File: src/rtl/udp_pkg.sv
// Shared types and constants for the UDP ingress path.
package udp_pkg;

    typedef enum logic [1:0] {
        IDLE  = 2'd0,
        PASS  = 2'd1,
        DRAIN = 2'd2
    } arb_state_t;

    localparam int unsigned BYTE_W          = 8;
    localparam int unsigned DEFAULT_MAX_LEN = 1518;

endpackage

File: src/rtl/rr_arbiter.sv
// Combinational round-robin picker: first requester after i_ptr, wrapping.
module rr_arbiter #(
    parameter int unsigned N     = 4,
    parameter int unsigned IDX_W = $clog2(N)
) (
    input  logic [N-1:0]     i_req,
    input  logic [IDX_W-1:0] i_ptr,
    output logic [N-1:0]     o_gnt,
    output logic [IDX_W-1:0] o_idx,
    output logic             o_valid
);

    logic [IDX_W-1:0] w_cand;

    // Scan ptr+1 .. ptr+N (mod N); the first hit wins.
    always_comb begin
        o_gnt   = '0;
        o_idx   = '0;
        o_valid = 1'b0;
        w_cand  = '0;
        for (int unsigned k = 1; k <= N; k++) begin
            w_cand = IDX_W'((32'(i_ptr) + k) % N);
            if (!o_valid && i_req[w_cand]) begin
                o_valid        = 1'b1;
                o_idx          = w_cand;
                o_gnt          = '0;
                o_gnt[w_cand]  = 1'b1;
            end
        end
    end

endmodule

File: src/rtl/udp_ingress_arb.sv
// Packet-level round-robin merge of N framed byte FIFOs into one writer.
// Drops unframed bytes, truncates over-length packets.
module udp_ingress_arb
    import udp_pkg::*;
#(
    parameter int unsigned N_PORTS = 4,
    parameter int unsigned MAX_LEN = DEFAULT_MAX_LEN,
    parameter int unsigned CNT_W   = 16
) (
    input  logic                      clk,
    input  logic                      reset,
    input  logic [N_PORTS-1:0]        req_empty,
    input  logic [N_PORTS*BYTE_W-1:0] req_dout,
    input  logic [N_PORTS-1:0]        req_sof,
    input  logic [N_PORTS-1:0]        req_eof,
    output logic [N_PORTS-1:0]        req_rd_en,
    input  logic                      out_full,
    output logic                      out_wr_en,
    output logic [BYTE_W-1:0]         out_din,
    output logic                      out_wr_sof,
    output logic                      out_wr_eof,
    output logic [N_PORTS-1:0]        grant,
    output logic [CNT_W-1:0]          pkt_cnt,
    output logic [CNT_W-1:0]          drop_cnt,
    output logic                      err_pulse
);

    localparam int unsigned IDX_W  = $clog2(N_PORTS);
    localparam int unsigned LEN_W  = $clog2(MAX_LEN) + 1;
    localparam int unsigned DROP_W = IDX_W + 1;
    localparam int unsigned SUM_W  = CNT_W + 1;
    localparam logic [LEN_W-1:0] LAST_LEN = LEN_W'(MAX_LEN - 1);

    arb_state_t         r_state;
    logic [IDX_W-1:0]   r_rr_ptr;
    logic [N_PORTS-1:0] r_grant;
    logic [IDX_W-1:0]   r_gidx;
    logic [LEN_W-1:0]   r_len;
    logic [CNT_W-1:0]   r_pkt_cnt;
    logic [CNT_W-1:0]   r_drop_cnt;
    logic               r_err;

    logic [BYTE_W-1:0]  w_bytes [N_PORTS];
    logic [N_PORTS-1:0] w_elig;
    logic [N_PORTS-1:0] w_junk;
    logic [N_PORTS-1:0] w_win;
    logic [IDX_W-1:0]   w_win_idx;
    logic               w_win_vld;
    logic               w_g_empty;
    logic               w_g_sof;
    logic               w_g_eof;
    logic               w_at_last;
    logic               w_xfer;
    logic               w_pkt_inc;
    logic               w_err;
    logic [DROP_W-1:0]  w_drop_n;
    logic [SUM_W-1:0]   w_drop_sum;
    logic [CNT_W-1:0]   w_drop_nxt;

    // Unpack the per-port head bytes so the owner can be selected by index.
    always_comb begin
        for (int i = 0; i < N_PORTS; i++) begin
            w_bytes[i] = req_dout[i*BYTE_W +: BYTE_W];
        end
    end

    assign w_elig    = ~req_empty & req_sof;
    assign w_junk    = ~req_empty & ~req_sof;
    assign w_g_empty = req_empty[r_gidx];
    assign w_g_sof   = req_sof[r_gidx];
    assign w_g_eof   = req_eof[r_gidx];
    assign w_at_last = (r_len == LAST_LEN);

    rr_arbiter #(
        .N     (N_PORTS),
        .IDX_W (IDX_W)
    ) u_rr (
        .i_req   (w_elig),
        .i_ptr   (r_rr_ptr),
        .o_gnt   (w_win),
        .o_idx   (w_win_idx),
        .o_valid (w_win_vld)
    );

    // Per-state pop/write decode; every output is forced low while reset is high.
    always_comb begin
        req_rd_en  = '0;
        out_wr_en  = 1'b0;
        out_din    = '0;
        out_wr_sof = 1'b0;
        out_wr_eof = 1'b0;
        w_xfer     = 1'b0;
        w_pkt_inc  = 1'b0;
        w_err      = 1'b0;
        w_drop_n   = '0;
        case (r_state)
            IDLE: begin
                // Unframed heads are discarded in parallel while arbitrating.
                req_rd_en = w_junk;
                for (int i = 0; i < N_PORTS; i++) begin
                    w_drop_n = w_drop_n + DROP_W'(w_junk[i]);
                end
            end
            PASS: begin
                w_xfer = !w_g_empty && !out_full;
                if (w_xfer) begin
                    req_rd_en  = r_grant;
                    out_wr_en  = 1'b1;
                    out_din    = w_bytes[r_gidx];
                    out_wr_sof = (r_len == '0);
                    out_wr_eof = w_g_eof || w_at_last;
                    w_pkt_inc  = out_wr_eof;
                    w_err      = (w_g_sof && (r_len != '0)) || (w_at_last && !w_g_eof);
                end
            end
            DRAIN: begin
                // Tail of a truncated packet: discard regardless of out_full.
                if (!w_g_empty) begin
                    req_rd_en = r_grant;
                    w_drop_n  = DROP_W'(1);
                end
            end
            default: begin
            end
        endcase
        if (reset) begin
            req_rd_en  = '0;
            out_wr_en  = 1'b0;
            out_din    = '0;
            out_wr_sof = 1'b0;
            out_wr_eof = 1'b0;
        end
    end

    // Saturating add of this cycle's dropped-byte count.
    always_comb begin
        w_drop_sum = {1'b0, r_drop_cnt} + SUM_W'(w_drop_n);
        w_drop_nxt = w_drop_sum[CNT_W] ? '1 : w_drop_sum[CNT_W-1:0];
    end

    // Arbitration FSM, packet owner, length counter and round-robin pointer.
    always_ff @(posedge clk or posedge reset) begin
        if (reset) begin
            r_state  <= IDLE;
            r_rr_ptr <= IDX_W'(N_PORTS - 1);
            r_grant  <= '0;
            r_gidx   <= '0;
            r_len    <= '0;
        end else begin
            case (r_state)
                IDLE: begin
                    if (w_win_vld) begin
                        r_grant <= w_win;
                        r_gidx  <= w_win_idx;
                        r_len   <= '0;
                        r_state <= PASS;
                    end
                end
                PASS: begin
                    if (w_xfer) begin
                        r_len <= r_len + LEN_W'(1);
                        if (w_g_eof) begin
                            r_state  <= IDLE;
                            r_rr_ptr <= r_gidx;
                            r_grant  <= '0;
                        end else if (w_at_last) begin
                            r_state <= DRAIN;
                        end
                    end
                end
                DRAIN: begin
                    if (!w_g_empty && w_g_eof) begin
                        r_state  <= IDLE;
                        r_rr_ptr <= r_gidx;
                        r_grant  <= '0;
                    end
                end
                default: begin
                    r_state <= IDLE;
                    r_grant <= '0;
                end
            endcase
        end
    end

    // Statistics counters and the registered error pulse.
    always_ff @(posedge clk or posedge reset) begin
        if (reset) begin
            r_pkt_cnt  <= '0;
            r_drop_cnt <= '0;
            r_err      <= 1'b0;
        end else begin
            r_err      <= w_err;
            r_drop_cnt <= w_drop_nxt;
            if (w_pkt_inc && (r_pkt_cnt != '1)) begin
                r_pkt_cnt <= r_pkt_cnt + CNT_W'(1);
            end
        end
    end

    assign grant     = r_grant;
    assign pkt_cnt   = r_pkt_cnt;
    assign drop_cnt  = r_drop_cnt;
    assign err_pulse = r_err;

endmodule

File: config.mk
export PLATFORM = sky130hd
export DESIGN_NAME = udp_ingress_arb
export DESIGN_NICKNAME = d
export VERILOG_FILES = /design/src/rtl/udp_pkg.sv /design/src/rtl/rr_arbiter.sv /design/src/rtl/udp_ingress_arb.sv
export SDC_FILE = /design/constraint.sdc
export NUM_CORES = 1
export LEC_CHECK = 0
export CORE_ASPECT_RATIO = 0.8
export CORE_MARGIN = 1.5
export CORE_UTILIZATION = 52
export CTS_BUF_LIST = sky130_fd_sc_hd__clkbuf_2 sky130_fd_sc_hd__clkbuf_4 sky130_fd_sc_hd__clkbuf_8
export DETAILED_ROUTE_END_ITERATION = 16
export PLACE_DENSITY = 0.89
export SYNTH_ARGS = -nofsm -noshare
export SYNTH_HDL_FRONTEND = slang
export SYNTH_HIERARCHICAL = 1
export SYNTH_SLANG_ARGS = --single-unit
File: constraint.sdc
create_clock -name clk -period 4.45 [get_ports clk]
set_input_delay 0.445 -clock clk [delete_from_list [all_inputs] [get_ports clk]]
set_output_delay 0.445 -clock clk [all_outputs]
set_load 0.005 [all_outputs]
After elaboration in Yosys (flattened, before gate mapping)
Cells that the tools add are included.
Widths: inputs -> output; s select.
{"block": "totals", "regBits": 55, "out_inout_bits": 52}
{"block": "classes", "addsub": 10, "magnitude_cmp": 10, "eq_ne": 9, "n_mux": 77, "bitwise": 5, "reduce_logical": 30}
{"cell": "$mux 4", "count": 11}
{"cell": "$mux 8", "count": 5}
{"cell": "$mux 1", "count": 28}
{"cell": "$mux 12", "count": 2}
{"cell": "$mux 2", "count": 12}
{"cell": "$pmux 12 s2", "count": 1}
{"cell": "$pmux 4 s3", "count": 2}
{"cell": "$add 16x3->17", "count": 1}
{"cell": "$add 16x1->16 const B", "count": 1}
{"cell": "$bmux 8 s2", "count": 1}
{"cell": "$mux 16", "count": 1}
{"cell": "$ne 16x16->1 const B", "count": 1}
{"cell": "$lt 2x3->1 const B", "count": 5}
{"cell": "$bmux 1 s2", "count": 7}
{"cell": "$add 12x1->12 const B", "count": 1}
{"cell": "$eq 12x11->1 const B", "count": 1}
{"cell": "$logic_and 1x1->1", "count": 12}
{"cell": "$logic_not 12->1", "count": 1}
{"cell": "$reduce_and 4->1", "count": 3}
{"cell": "$reduce_bool 12->1", "count": 1}
{"cell": "$and 4x4->4", "count": 2}
{"cell": "$demux 1 s2", "count": 4}
{"cell": "$ge 2x1->1 const B", "count": 4}
{"cell": "$not 4->4", "count": 2}
{"cell": "21 further kinds", "count": 32}

Logic depth before layout (Yosys ltp)
Gate-level depths: netlist (run 1).
{"block": "depth", "depth_word": 16, "mapped_depth": 13, "ltp_nobuf": 12}

Modules after synthesis
Netlist (run 1), hierarchy kept.
{"module": "udp_ingress_arb", "n_inst": 1, "cells_each": 337, "area_each_um2": 3358.2, "seq_area_each_um2": 1378.8}
{"module": "rr_arbiter", "n_inst": 1, "cells_each": 77, "area_each_um2": 611.8, "seq_area_each_um2": 0.0}

Worst setup path after synthesis (run 1)
Ideal clock, no wire load.
{"block": "synth_timing", "path_kind": "reg2reg", "from": "register r_rr_ptr[0]", "to": "register r_grant[0], in the netlist grant[0]", "setup_ns": 0.129, "arrival_time_ns": 3.077, "t_required_ns": 4.321, "setup_slack_ns": 1.244, "path_stages_with_launch": 13, "n_path_buf": 3, "synth_period_minus_slack_ns": 3.206, "path_cell_list": "dfstp_2 buf_6 inv_1 ha_1 clkbuf_1 mux4_2 clkbuf_1 nor3_1 nand2b_1 nand2_1 o311ai_0 a221o_1 mux2i_1"}
{"block": "synth_via", "elab_chain_len": 15, "elab_cells_between_ends": 50}
{"item": "from (decl)", "line_no": "udp_ingress_arb.sv:35", "source": "logic [IDX_W-1:0] r_rr_ptr;"}
{"item": "from (signal assigned)", "line_no": "udp_ingress_arb.sv:145", "source": "r_rr_ptr <= IDX_W'(N_PORTS - 1);"}
{"item": "from (signal assigned)", "line_no": "udp_ingress_arb.sv:164", "source": "r_rr_ptr <= r_gidx;"}
{"item": "from (signal assigned)", "line_no": "udp_ingress_arb.sv:174", "source": "r_rr_ptr <= r_gidx;"}
{"item": "$add 2x1->2", "line_no": "rr_arbiter.sv:22", "source": "w_cand = IDX_W'((32'(i_ptr) + k) % N);"}
{"item": "$bmux 1 s2", "line_no": "rr_arbiter.sv:23", "source": "if (!o_valid && i_req[w_cand]) begin"}
{"item": "$mux 1 (not written as such)", "line_no": "rr_arbiter.sv:23"}
{"item": "$mux 1", "line_no": "rr_arbiter.sv:23"}
{"item": "$logic_not 1->1", "line_no": "rr_arbiter.sv:23"}
{"item": "$logic_and 1x1->1", "line_no": "rr_arbiter.sv:23"}
{"item": "$mux 1", "line_no": "rr_arbiter.sv:23"}
{"item": "$logic_not 1->1", "line_no": "rr_arbiter.sv:23"}
{"item": "$logic_and 1x1->1", "line_no": "rr_arbiter.sv:23"}
{"item": "$mux 1", "line_no": "rr_arbiter.sv:23"}
{"item": "$logic_not 1->1", "line_no": "rr_arbiter.sv:23"}
{"item": "$logic_and 1x1->1", "line_no": "rr_arbiter.sv:23"}
{"item": "$mux 1 *", "line_no": "rr_arbiter.sv:23"}
{"item": "net w_win_vld", "line_no": "udp_ingress_arb.sv:48", "source": "logic w_win_vld;"}
{"item": "$ne 2x1->1 (no line) *"}
{"item": "$reduce_and 4->1 (no line) *"}
{"item": "to (signal assigned)", "line_no": "udp_ingress_arb.sv:153", "source": "r_grant <= w_win;"}
{"item": "to (decl)", "line_no": "udp_ingress_arb.sv:36", "source": "logic [N_PORTS-1:0] r_grant;"}
Mark *: on every way through the listed nets, which the timed path passes. The rest lies on a longest branch. The select of a mux whose other input is x is not followed.
A chain may end at the register's enable or synchronous reset.

Worst setup path in the final report (run 1)
{"block": "layout_timing", "from": "input req_empty[0]", "to": "register r_drop_cnt[0], in the netlist drop_cnt[0]"}
{"block": "layout_via", "elab_chain_len": 8, "elab_cells_between_ends": 11}
{"item": "from (decl)", "line_no": "udp_ingress_arb.sv:12", "source": "input logic [N_PORTS-1:0] req_empty,"}
{"item": "$not 4->4", "line_no": "udp_ingress_arb.sv:68", "source": "assign w_junk = ~req_empty & ~req_sof;"}
{"item": "$and 4x4->4", "line_no": "udp_ingress_arb.sv:68"}
{"item": "$add 1x1->2", "line_no": "udp_ingress_arb.sv:101", "source": "w_drop_n = w_drop_n + DROP_W'(w_junk[i]);"}
{"item": "$add 2x1->3", "line_no": "udp_ingress_arb.sv:101"}
{"item": "$add 3x1->3", "line_no": "udp_ingress_arb.sv:101"}
{"item": "$pmux 3 s2 *", "line_no": "udp_ingress_arb.sv:96", "source": "case (r_state)"}
{"item": "$add 16x3->17 *", "line_no": "udp_ingress_arb.sv:137", "source": "w_drop_sum = {1'b0, r_drop_cnt} + SUM_W'(w_drop_n);"}
{"item": "$mux 16 *", "line_no": "udp_ingress_arb.sv:138", "source": "w_drop_nxt = w_drop_sum[CNT_W] ? '1 : w_drop_sum[CNT_W-1:0];"}
{"item": "net w_drop_nxt[0]", "line_no": "udp_ingress_arb.sv:58", "source": "logic [CNT_W-1:0] w_drop_nxt;"}
{"item": "to (signal assigned)", "line_no": "udp_ingress_arb.sv:194", "source": "r_drop_cnt <= w_drop_nxt;"}
{"item": "to (decl)", "line_no": "udp_ingress_arb.sv:40", "source": "logic [CNT_W-1:0] r_drop_cnt;"}
Marked as above.

==> results.toml, run 1 <==
[outcome]
status = "complete, no violations"

[finish]
area_growth_pct = 30.5
final_nets = 575
seqCellArea_mm2 = 0.00138
multiInputGateArea_mm2 = 0.00243
layout.cells.non_filler = 615
design_area_mm2 = 0.00518
fill_cells = 554
diodes = 0
mostFrequentLayoutCells = "98 x clkdlybuf4s50_1, 53 x dfrtp_1, 47 x nand2_1, 30 x nor2_1"
layout_commonest_cell = "clkdlybuf4s50_1"
drive_above_1_share_pct = 10.6

[detailed_routing]
wl_per_cell_um = 17.6
drtPass1Iterations = 5
wl_mm = 10.8
drcViolationCount = 0
via_per_inst = 6.05
ant_nets = 0
dr_total_vias = 3721
initialDrtViolationCount = 398

[placed_design]
dp_hpwl_mm = 8.21
portBuffers = 98
dp_cells = 607
placed_area_mm2 = 0.00504
dp_slack_ns = 0.435
gp_congestion = 0.881

[pwr]
p_per_area_mw_per_mm2 = 465
p_leak_nw = 2.17
peakVddDrop_uv = 259

[clock_tree]
post_cts_buffers = 0
cts_buffer_depth = 2
htreeDepth = 2
cts.sinks = 55
clockRootBuffer = "clkbuf_8"
hold_buffers = 0
clk_pin_slew_ns = 0.11
cts_tree = "yes"
numCtsBuffers = 5
cts_resized = 0
clk_latency_ns = 0.32

[synthesis]
ys_warn_count = 6
synth_edf_count = 0
yosysUniqueCellTypes = 54
synth_area_leaders = "dfrtp_1 33%, mux4_2 8.5%, ha_1 5.4%"
synth_nets = 480
syn_area_per_cell_um2 = 9.59
synth_top_area_share_pct = 33.4
ys.flop_type = "dfrtp_1"
ys_ff_latch = 55
async_flop_share_pct = 100
synth_top_area_cell = "dfrtp_1"
postSynthCellCount = 414
ys_seq_area_share_pct = 34.7
syn_area_mm2 = 0.00397

[floorplan]
die_w_um = 101
fp.dieH_um = 81.2
ios = 99
dieArea_mm2 = 0.00817
coreArea_mm2 = 0.00739
num_rows = 28
start_util_pct = 53.7

[min_path]
hp-class = "in2async"

[setup_path]
worstPathMaxFanout = 13
cp_data_arrival_time_ns = 4.04
cp_data_required_time_ns = 4.69
crit_path_start_kind = "input port"
crit_type = "in2reg"
end_kind = "flip-flop"

[sta]
period_share_pct = 85.5
setup_viol = 0
slew_headroom_pct = 55.2
fin_skew_ns = 0.0126
finalCriticalPeriod_ns = 3.80
timing.fmax_mhz = 263
tns_ns = 0
worst_pin_slew_ns = 0.672
slew_violations = 0
setup_ws_ns = 0.647
rsz0062_at_grt = "no"
hold_violations = 0

[global_route]
grt_max_degree = 29
grt_overflow = 0
track_usage_pct = 28.0
grt_pass1_vias = 3621
grt_pass1_wl_mm = 17.8
antenna_found_initial = 0

[job]
drv_cap = 0
## sequential cells by signal, indices dropped and copies added, names as in the netlist
| signal | flops |
|---|---|
| grant | 4 |
| r_rr_ptr | 2 |
| pkt_cnt | 16 |
| r_gidx | 2 |
| r_len | 12 |
| drop_cnt | 16 |
| r_state | 2 |
| err_pulse | 1 |
## logic make-up (layout without fill, tap and decap cells)
family,count (synthesis),count (layout),synth area share [%]
XOR/XNOR,28,28,6.18
buffers and inverters,35,131,4.16
adder cells (fa/ha/maj),19,19,6.37
flip-flops,55,55,34.7
multiplexers,35,35,13.8
AND/OR/NAND/NOR,173,173,23.5
AO/OA/AOI/OAI,69,69,11.2
## worst paths after layout
path	start	depth (start not counted)	slack (ns)	endpoint
min in group clk	r_len[8]$_DFFE_PP0P_	1	0.54	r_len[8]$_DFFE_PP0P_
worst max-delay path	req_empty[0]	13	0.65	drop_cnt[0]$_DFF_PP0_
worst min-delay path	reset	2	0.48	grant[0]$_DFFE_PP0P_
worst max register to register	r_rr_ptr[1]$_DFFE_PP1P_	9	0.87	grant[1]$_DFFE_PP0P_
worst min register to register	r_len[8]$_DFFE_PP0P_	1	0.54	r_len[8]$_DFFE_PP0P_
max in group asynchronous	reset	3	3.25	r_len[9]$_DFFE_PP0P_
## cells in the mapped netlist, types with 4 or more instances
| library cell | instances |
|---|---|
| nor2_1 | 30 |
| a31oi_1 | 5 |
| mux2_2 | 8 |
| a211oi_1 | 6 |
| and3_1 | 12 |
| xor2_1 | 15 |
| nor3_2 | 4 |
| nand2b_1 | 11 |
| ha_1 | 17 |
| nand2_1 | 47 |
| dfrtp_1 | 53 |
| o21ai_0 | 17 |
| o22ai_1 | 8 |
| nor2b_1 | 13 |
| and4_1 | 4 |
| buf_6 | 4 |
| xnor2_1 | 13 |
| mux4_2 | 15 |
| clkbuf_1 | 12 |
| a21oi_1 | 13 |
| nor4_1 | 6 |
| a22oi_1 | 4 |
| inv_1 | 18 |
| nor3_1 | 10 |
| mux2i_1 | 12 |
| nand4_1 | 10 |
| nand3_1 | 14 |
## critical path, cell delays in order
cell	delay, ns
clkdlybuf4s50_1	0.46
nor2_1	0.26
fa_1	0.47
ha_1	0.30
nor2_1	0.05
a211oi_1	0.29
ha_1	0.26
fa_1	0.26
a21o_1	0.20
nand4_1	0.18
nor2_1	0.21
nand3_1	0.42
nand2b_1	0.23
## layout make-up
| cell class | count | area share [%] |
|---|---|---|
| clock inverter | 3 | 1.38 |
| tap | 105 | 2.54 |
| timing repair buffer | 105 | 19.9 |
| multi-input combinational | 324 | 46.9 |
| clock buffer | 5 | 1.33 |
| sequential | 55 | 26.6 |
| inverter | 18 | 1.30 |
## per-layer routing
metal | vias to the layer above | global-route usage [%] | share of wire (%)
li1 | 1700 | - | -
met1 | 1829 | 37.4 | 42
met2 | 182 | 47.1 | 50
met3 | 10 | 5.77 | 6.7
met4 | 0 | 7.18 | 1.1
met5 | - | 0 | 0
## where the power goes
group          total (mW)  internal (mW)  switching [mW]
sequential          0.751          0.605           0.146
clock               0.411          0.229           0.182
combinational        1.25          0.610           0.640
total                2.41           1.44           0.969
## per-stage QoR
step                      utilization, %  hold WS [ns]  power, mW
after detailed placement            68.2         0.517       1.98
final                               70.1         0.477       2.41
after global placement              68.2         0.494       1.94
after CTS                           70.1         0.495       2.40
after global routing                70.1         0.509       2.56
after floorplan                        -         0.466       1.56
(Power assumes the default switching activity.)
==> inputs of run 2 (changes only) <==
--- a/config.mk
+++ b/config.mk
@@ -5,12 +5,14 @@
 export SDC_FILE = /design/constraint.sdc
 export NUM_CORES = 1
 export LEC_CHECK = 0
+export CELL_PAD_IN_SITES_DETAIL_PLACEMENT = 0
+export CELL_PAD_IN_SITES_GLOBAL_PLACEMENT = 1
 export CORE_ASPECT_RATIO = 0.8
 export CORE_MARGIN = 1.5
-export CORE_UTILIZATION = 52
+export CORE_UTILIZATION = 39
 export CTS_BUF_LIST = sky130_fd_sc_hd__clkbuf_2 sky130_fd_sc_hd__clkbuf_4 sky130_fd_sc_hd__clkbuf_8
 export DETAILED_ROUTE_END_ITERATION = 16
-export PLACE_DENSITY = 0.89
+export PLACE_DENSITY = 0.88
 export SYNTH_ARGS = -nofsm -noshare
 export SYNTH_HDL_FRONTEND = slang
 export SYNTH_HIERARCHICAL = 1
==> run 2 against run 1 <==
  * Worst setup slack improved by 0.23 ns
  * Via count fell by 6.6%
  * Routed wire length fell by 2.3%
  * Sequential power fell by 1%
  * Count of clock-buffer cells in the layout did not move
  * Combinational power barely moved
  * Critical endpoint is now grant[2]$_DFFE_PP0P_
  * Clock skew fell by 0.0019 ns
  * Cell area fell by 0.12%
  * Largest cell class unchanged
  * Flip-flop and latch count did not move
  * Register-to-register slack barely moved
==> results.toml, run 2 (synthesis gave the netlist of run 1 again) <==
[sta]
slew_violations = 0
setup_viol = 0
slew_headroom_pct = 52.1
tns_ns = 0
fin_skew_ns = 0.0106
rsz0062_at_grt = "no"
worst_pin_slew_ns = 0.718
timing.fmax_mhz = 280
finalCriticalPeriod_ns = 3.57
period_share_pct = 80.3
hold_violations = 0

[pwr]
p_clk_share_pct = 12.9
p_sw_share_pct = 41.6
p_leak_nw = 2.14
p_per_area_mw_per_mm2 = 440
combPwrFrac_pct = 54.5
peakVddDrop_uv = 303
p_sw_mw = 0.948
finalPower_mw = 2.28
power_frac_seq_pct = 32.6
internal_power_mw = 1.33

[floorplan]
dieArea_mm2 = 0.0108
start_util_pct = 40.6
die_w_um = 116
num_rows = 32
coreArea_mm2 = 0.00977
fp.dieH_um = 93.2
ios = 99

[global_route]
grt_max_degree = 28
antenna_found_initial = 0
grt_pass1_vias = 3369
grt_overflow = 0
track_usage_pct = 20.3
grt_pass1_wl_mm = 17.3

[detailed_routing]
drtPass1Iterations = 4
dr.max_layer_used = "met4"
ant_nets = 0
wl_mm = 10.6
via_per_inst = 5.37
wl_met3_um = 254
wl_per_cell_um = 16.3
drcViolationCount = 0
dr_total_vias = 3475
routed-wl-met2_mm = 4.99
initialDrtViolationCount = 245
wl_met1_mm = 5.16

[finish]
diodes = 0
mostFrequentLayoutCells = "98 x clkdlybuf4s50_1, 53 x dfrtp_1, 47 x nand2_1, 30 x nor2_1"
layout_commonest_cell = "clkdlybuf4s50_1"
final_nets = 576
area_growth_pct = 30.4
drive_above_1_share_pct = 10.6

[clock_tree]
clk_latency_ns = 0.32
cts.sinks = 55
htreeDepth = 2
cts_buffer_depth = 2
clockRootBuffer = "clkbuf_8"
hold_buffers = 0
post_cts_buffers = 0
cts_resized = 0
numCtsBuffers = 5
clk_pin_slew_ns = 0.11
cts_tree = "yes"

[setup_path]
crit_type = "reg2reg"
cp_data_required_time_ns = 4.65
path_delay_family = "simple AND/OR/NAND/NOR gates"
worstPathMaxFanout = 13
cp_cell_sequence = "inv_1 > ha_1 > mux4_2 > nor3_1 > nand2b_1 > nand2_1 > o311ai_0 > a221o_1 > mux2i_1"
end_kind = "flip-flop"
crit_buf_inv = 1
cp_data_arrival_time_ns = 3.77
crit_path_start_kind = "flip-flop"
cp_slowest_cell = "dfstp_2"
cp_slowest_stage_delay_ns = 0.72

[outcome]
status = "complete, no violations"

[job]
drv_cap = 0

[placed_design]
portBuffers = 98
gp_congestion = 0.871
dp_hpwl_mm = 8.15

[min_path]
hp-class = "in2async"
==> run 2: stage by stage <==
stage | hold slack, ns | worst slack (ns) | area [um^2] | util, % | instances
after floorplan | 0.466 | 1.24 | 3970 | - | 414
after global placement | 0.502 | 0.680 | 5080 | 52.0 | 639
after detailed placement | 0.518 | 0.532 | 5080 | 52.0 | 639
after CTS | 0.488 | 0.872 | 5180 | 53.0 | 647
after global routing | 0.515 | 0.562 | 5180 | 53.0 | 647
final | 0.485 | 0.876 | 5180 | 53.0 | 647
==> run 2: cell type report <==
| cell class | instances | area, um^2 |
|---|---|---|
| Clock buffer | 5 | 68.8 |
| Clock inverter | 3 | 23.8 |
| Fill cell | 939 | 4590 |
| Inverter | 18 | 67.6 |
| Multi-Input combinational cell | 324 | 2430 |
| Sequential cell | 55 | 1380 |
| Tap cell | 136 | 170 |
| Timing Repair Buffer | 106 | 1040 |
==> run 2: worst reg2reg max path, stage by stage, from the launching register on <==
cell	delay, ns
dfstp_2	0.72
inv_1	0.18
ha_1	0.48
mux4_2	0.49
nor3_1	0.31
nand2b_1	0.26
nand2_1	0.28
o311ai_0	0.19
a221o_1	0.40
mux2i_1	0.16
==> run 2: path summary, 6_finish.rpt <==
check / startpoint / end / slack, ns / cells after the start
hold reg to reg: pkt_cnt[7]$_DFFE_PP0P_ / pkt_cnt[7]$_DFFE_PP0P_ / 0.53 / 1
setup / recovery: r_rr_ptr[1]$_DFFE_PP1P_ / grant[2]$_DFFE_PP0P_ / 0.88 / 9
min in group clk: pkt_cnt[7]$_DFFE_PP0P_ / pkt_cnt[7]$_DFFE_PP0P_ / 0.53 / 1
setup reg to reg: r_rr_ptr[1]$_DFFE_PP1P_ / grant[2]$_DFFE_PP0P_ / 0.88 / 9
hold / removal: reset / drop_cnt[6]$_DFF_PP0_ / 0.49 / 2
max in group asynchronous: reset / r_rr_ptr[0]$_DFFE_PP1P_ / 3.22 / 3
==> run 2: per-layer routing <==
metal | up-vias | global-route usage (%)
li1 | 1693 | -
met3 | 8 | 1.43
met4 | 0 | 6.00
met1 | 1709 | 29.9
met5 | - | 0
met2 | 65 | 32.2
==> run 2: power by group through the flow <==
stage / clock network [mW] / logic (mW) / registers [mW]
final: 0.294 / 1.24 / 0.743
after global routing: 0.320 / 1.35 / 0.760
after CTS: 0.299 / 1.24 / 0.741
after detailed placement: 0 / 1.24 / 0.748
after global placement: 0 / 1.21 / 0.748
after floorplan: 0 / 0.846 / 0.712
==> inputs of run 3 (changes only) <==
==> constraint.sdc (replaced) <==
create_clock -name clk -period 3.3 [get_ports clk]
set_input_delay 0.33 -clock clk [delete_from_list [all_inputs] [get_ports clk]]
set_output_delay 0.33 -clock clk [all_outputs]
set_load 0.005 [all_outputs]
==> run 3 against run 2 <==
  * Worst setup slack got worse by 0.66 ns
  * Hold slack worse by 0.25 ns
  * Critical path depth up 5
  * Critical endpoint is now drop_cnt[0]$_DFF_PP0_
  * Sequential share of layout area is 1.1 points lower
  * Count of clock-buffer cells in the layout unchanged
  * First-iteration DRC count rose by 12%
  * Cell count rose by 4.0%
  * Via count grew 4.4%
==> results.toml, run 3 (synthesis gave the netlist of run 1 again) <==
[floorplan]
die_w_um = 116
coreArea_mm2 = 0.00977
ios = 99
fp.dieH_um = 93.2
dieArea_mm2 = 0.0108
start_util_pct = 40.6
num_rows = 32

[global_route]
met2_usage_pct = 33.0
track_usage_pct = 20.6
top_usage_layer = "met2"
grt_pass1_vias = 3493
grt_overflow = 0
use_met1_pct = 30.4
grt_pass1_wl_mm = 17.8
grt_max_degree = 41
grt.met3_usage_pct = 1.49
antenna_found_initial = 0

[clock_tree]
numCtsBuffers = 5
htreeDepth = 2
clk_pin_slew_ns = 0.11
cts_tree = "yes"
cts.sinks = 55
clk_latency_ns = 0.32
cts_buffer_depth = 2
clockRootBuffer = "clkbuf_8"

[pwr]
peakVddDrop_uv = 286
p_leak_nw = 2.27
p_per_area_mw_per_mm2 = 584
finalPower_mw = 3.15

[setup_path]
cp_cell_sequence = "clkdlybuf4s50_1 > nor2_2 > fa_1 > ha_2 > ha_1 > and2_1 > buf_4 > fa_1 > a21o_1 > nand4_1 > nor2_1 > nand3_1 > buf_4 > nand2b_1"
worstPathMaxFanout = 8
end_kind = "flip-flop"
crit_path_start_kind = "input port"
crit_type = "in2reg"
cp_data_arrival_time_ns = 3.29
cp_data_required_time_ns = 3.51
cp_slowest_stage_delay_ns = 0.47
cp_slowest_cell = "fa_1"

[finish]
final_util_pct = 55.2
fill_cells = 896
diodes = 0
layout_commonest_cell = "clkdlybuf4s50_1"
drive_above_1_share_pct = 16.0
area_growth_pct = 35.8
final_nets = 602
mostFrequentLayoutCells = "98 x clkdlybuf4s50_1, 53 x dfrtp_1, 47 x nand2_1, 34 x buf_4, 27 x nor2_1"

[detailed_routing]
wl_per_cell_um = 15.8
wl_mm = 10.6
drtPass1Iterations = 4
via_per_inst = 5.39
dr_total_vias = 3629
initialDrtViolationCount = 275
ant_nets = 0
drcViolationCount = 0

[job]
drv_cap = 0

[sta]
slew_headroom_pct = 63.3
slew_violations = 0
finalCriticalPeriod_ns = 3.08
hold_violations = 0
period_share_pct = 93.5
worst_pin_slew_ns = 0.550
setup_viol = 0
fin_skew_ns = 0.0133
setup_ws_ns = 0.216
rsz0062_at_grt = "no"
timing.fmax_mhz = 324

[placed_design]
gp_congestion = 0.847
dp_hpwl_mm = 8.30
portBuffers = 98
dp_slack_ns = -0.292

[outcome]
status = "complete, no violations"

[min_path]
hp-class = "in2async"
run 3: cell types whose count changed in the layout (fill, tap and decap cells not counted), sizes merged:
cell,change
buf,+26
run 3: cell type report:
type / count / area, um^2 / share of cell area [%]
sequential: 55 / 1380 / 25.6
tap: 136 / 170 / 3.16
clock inverter: 3 / 23.8 / 0.441
clock buffer: 5 / 68.8 / 1.28
inverter: 18 / 67.6 / 1.25
timing repair buffer: 132 / 1240 / 22.9
multi-input combinational: 324 / 2450 / 45.4
run 3: timing repair:
action                                  CTS  global route
gates resized for setup                   0             7
setup buffers                             0             1
hold buffers                              0             0
endpoints found under the setup margin    0             6
run 3: critical path, delay by kind of cell:
family / cells / cell delay [ns]
compound gates: 1 / 0.21
buf+inv: 3 / 0.75
fa+ha+maj: 4 / 1.32
simple gates: 6 / 0.67
run 3: stage by stage:
step           area [um^2]  hold slack (ns)  TNS [ns]  cells
4_1_cts               5360            0.236         0    672
3_3_place_gp          5270            0.504     -1.59    664
6_report              5390            0.239         0    673
5_1_grt               5390            0.254         0    673
2_1_floorplan         3970            0.466         0    414
3_5_place_dp          5270            0.523     -2.11    664
run 3: report_power, final:
part	switching (mW)	internal (mW)
Combinational	0.880	0.899
Sequential	0.156	0.815
Clock	0.243	0.154
run 3: per-layer routing:
metal / share of wire, % / wire (um) / up-vias
li1: - / - / 1740
met1: 46 / 4920 / 1797
met2: 49 / 5210 / 83
met3: 3.5 / 376 / 9
met4: 1.1 / 113 / 0
met5: 0 / 0 / -
run 3: path summary, 6_finish.rpt:
path | startpoint | cells after the start | slack (ns) | to
hold / removal | reset | 2 | 0.24 | pkt_cnt[15]$_DFFE_PP0P_
setup reg to reg | r_rr_ptr[0]$_DFFE_PP1P_ | 9 | 0.40 | grant[1]$_DFFE_PP0P_
hold reg to reg | pkt_cnt[3]$_DFFE_PP0P_ | 1 | 0.54 | pkt_cnt[3]$_DFFE_PP0P_
min in group clk | pkt_cnt[3]$_DFFE_PP0P_ | 1 | 0.54 | pkt_cnt[3]$_DFFE_PP0P_
max in group asynchronous | reset | 3 | 2.29 | r_len[4]$_DFFE_PP0P_
setup / recovery | req_sof[1] | 14 | 0.22 | drop_cnt[0]$_DFF_PP0_
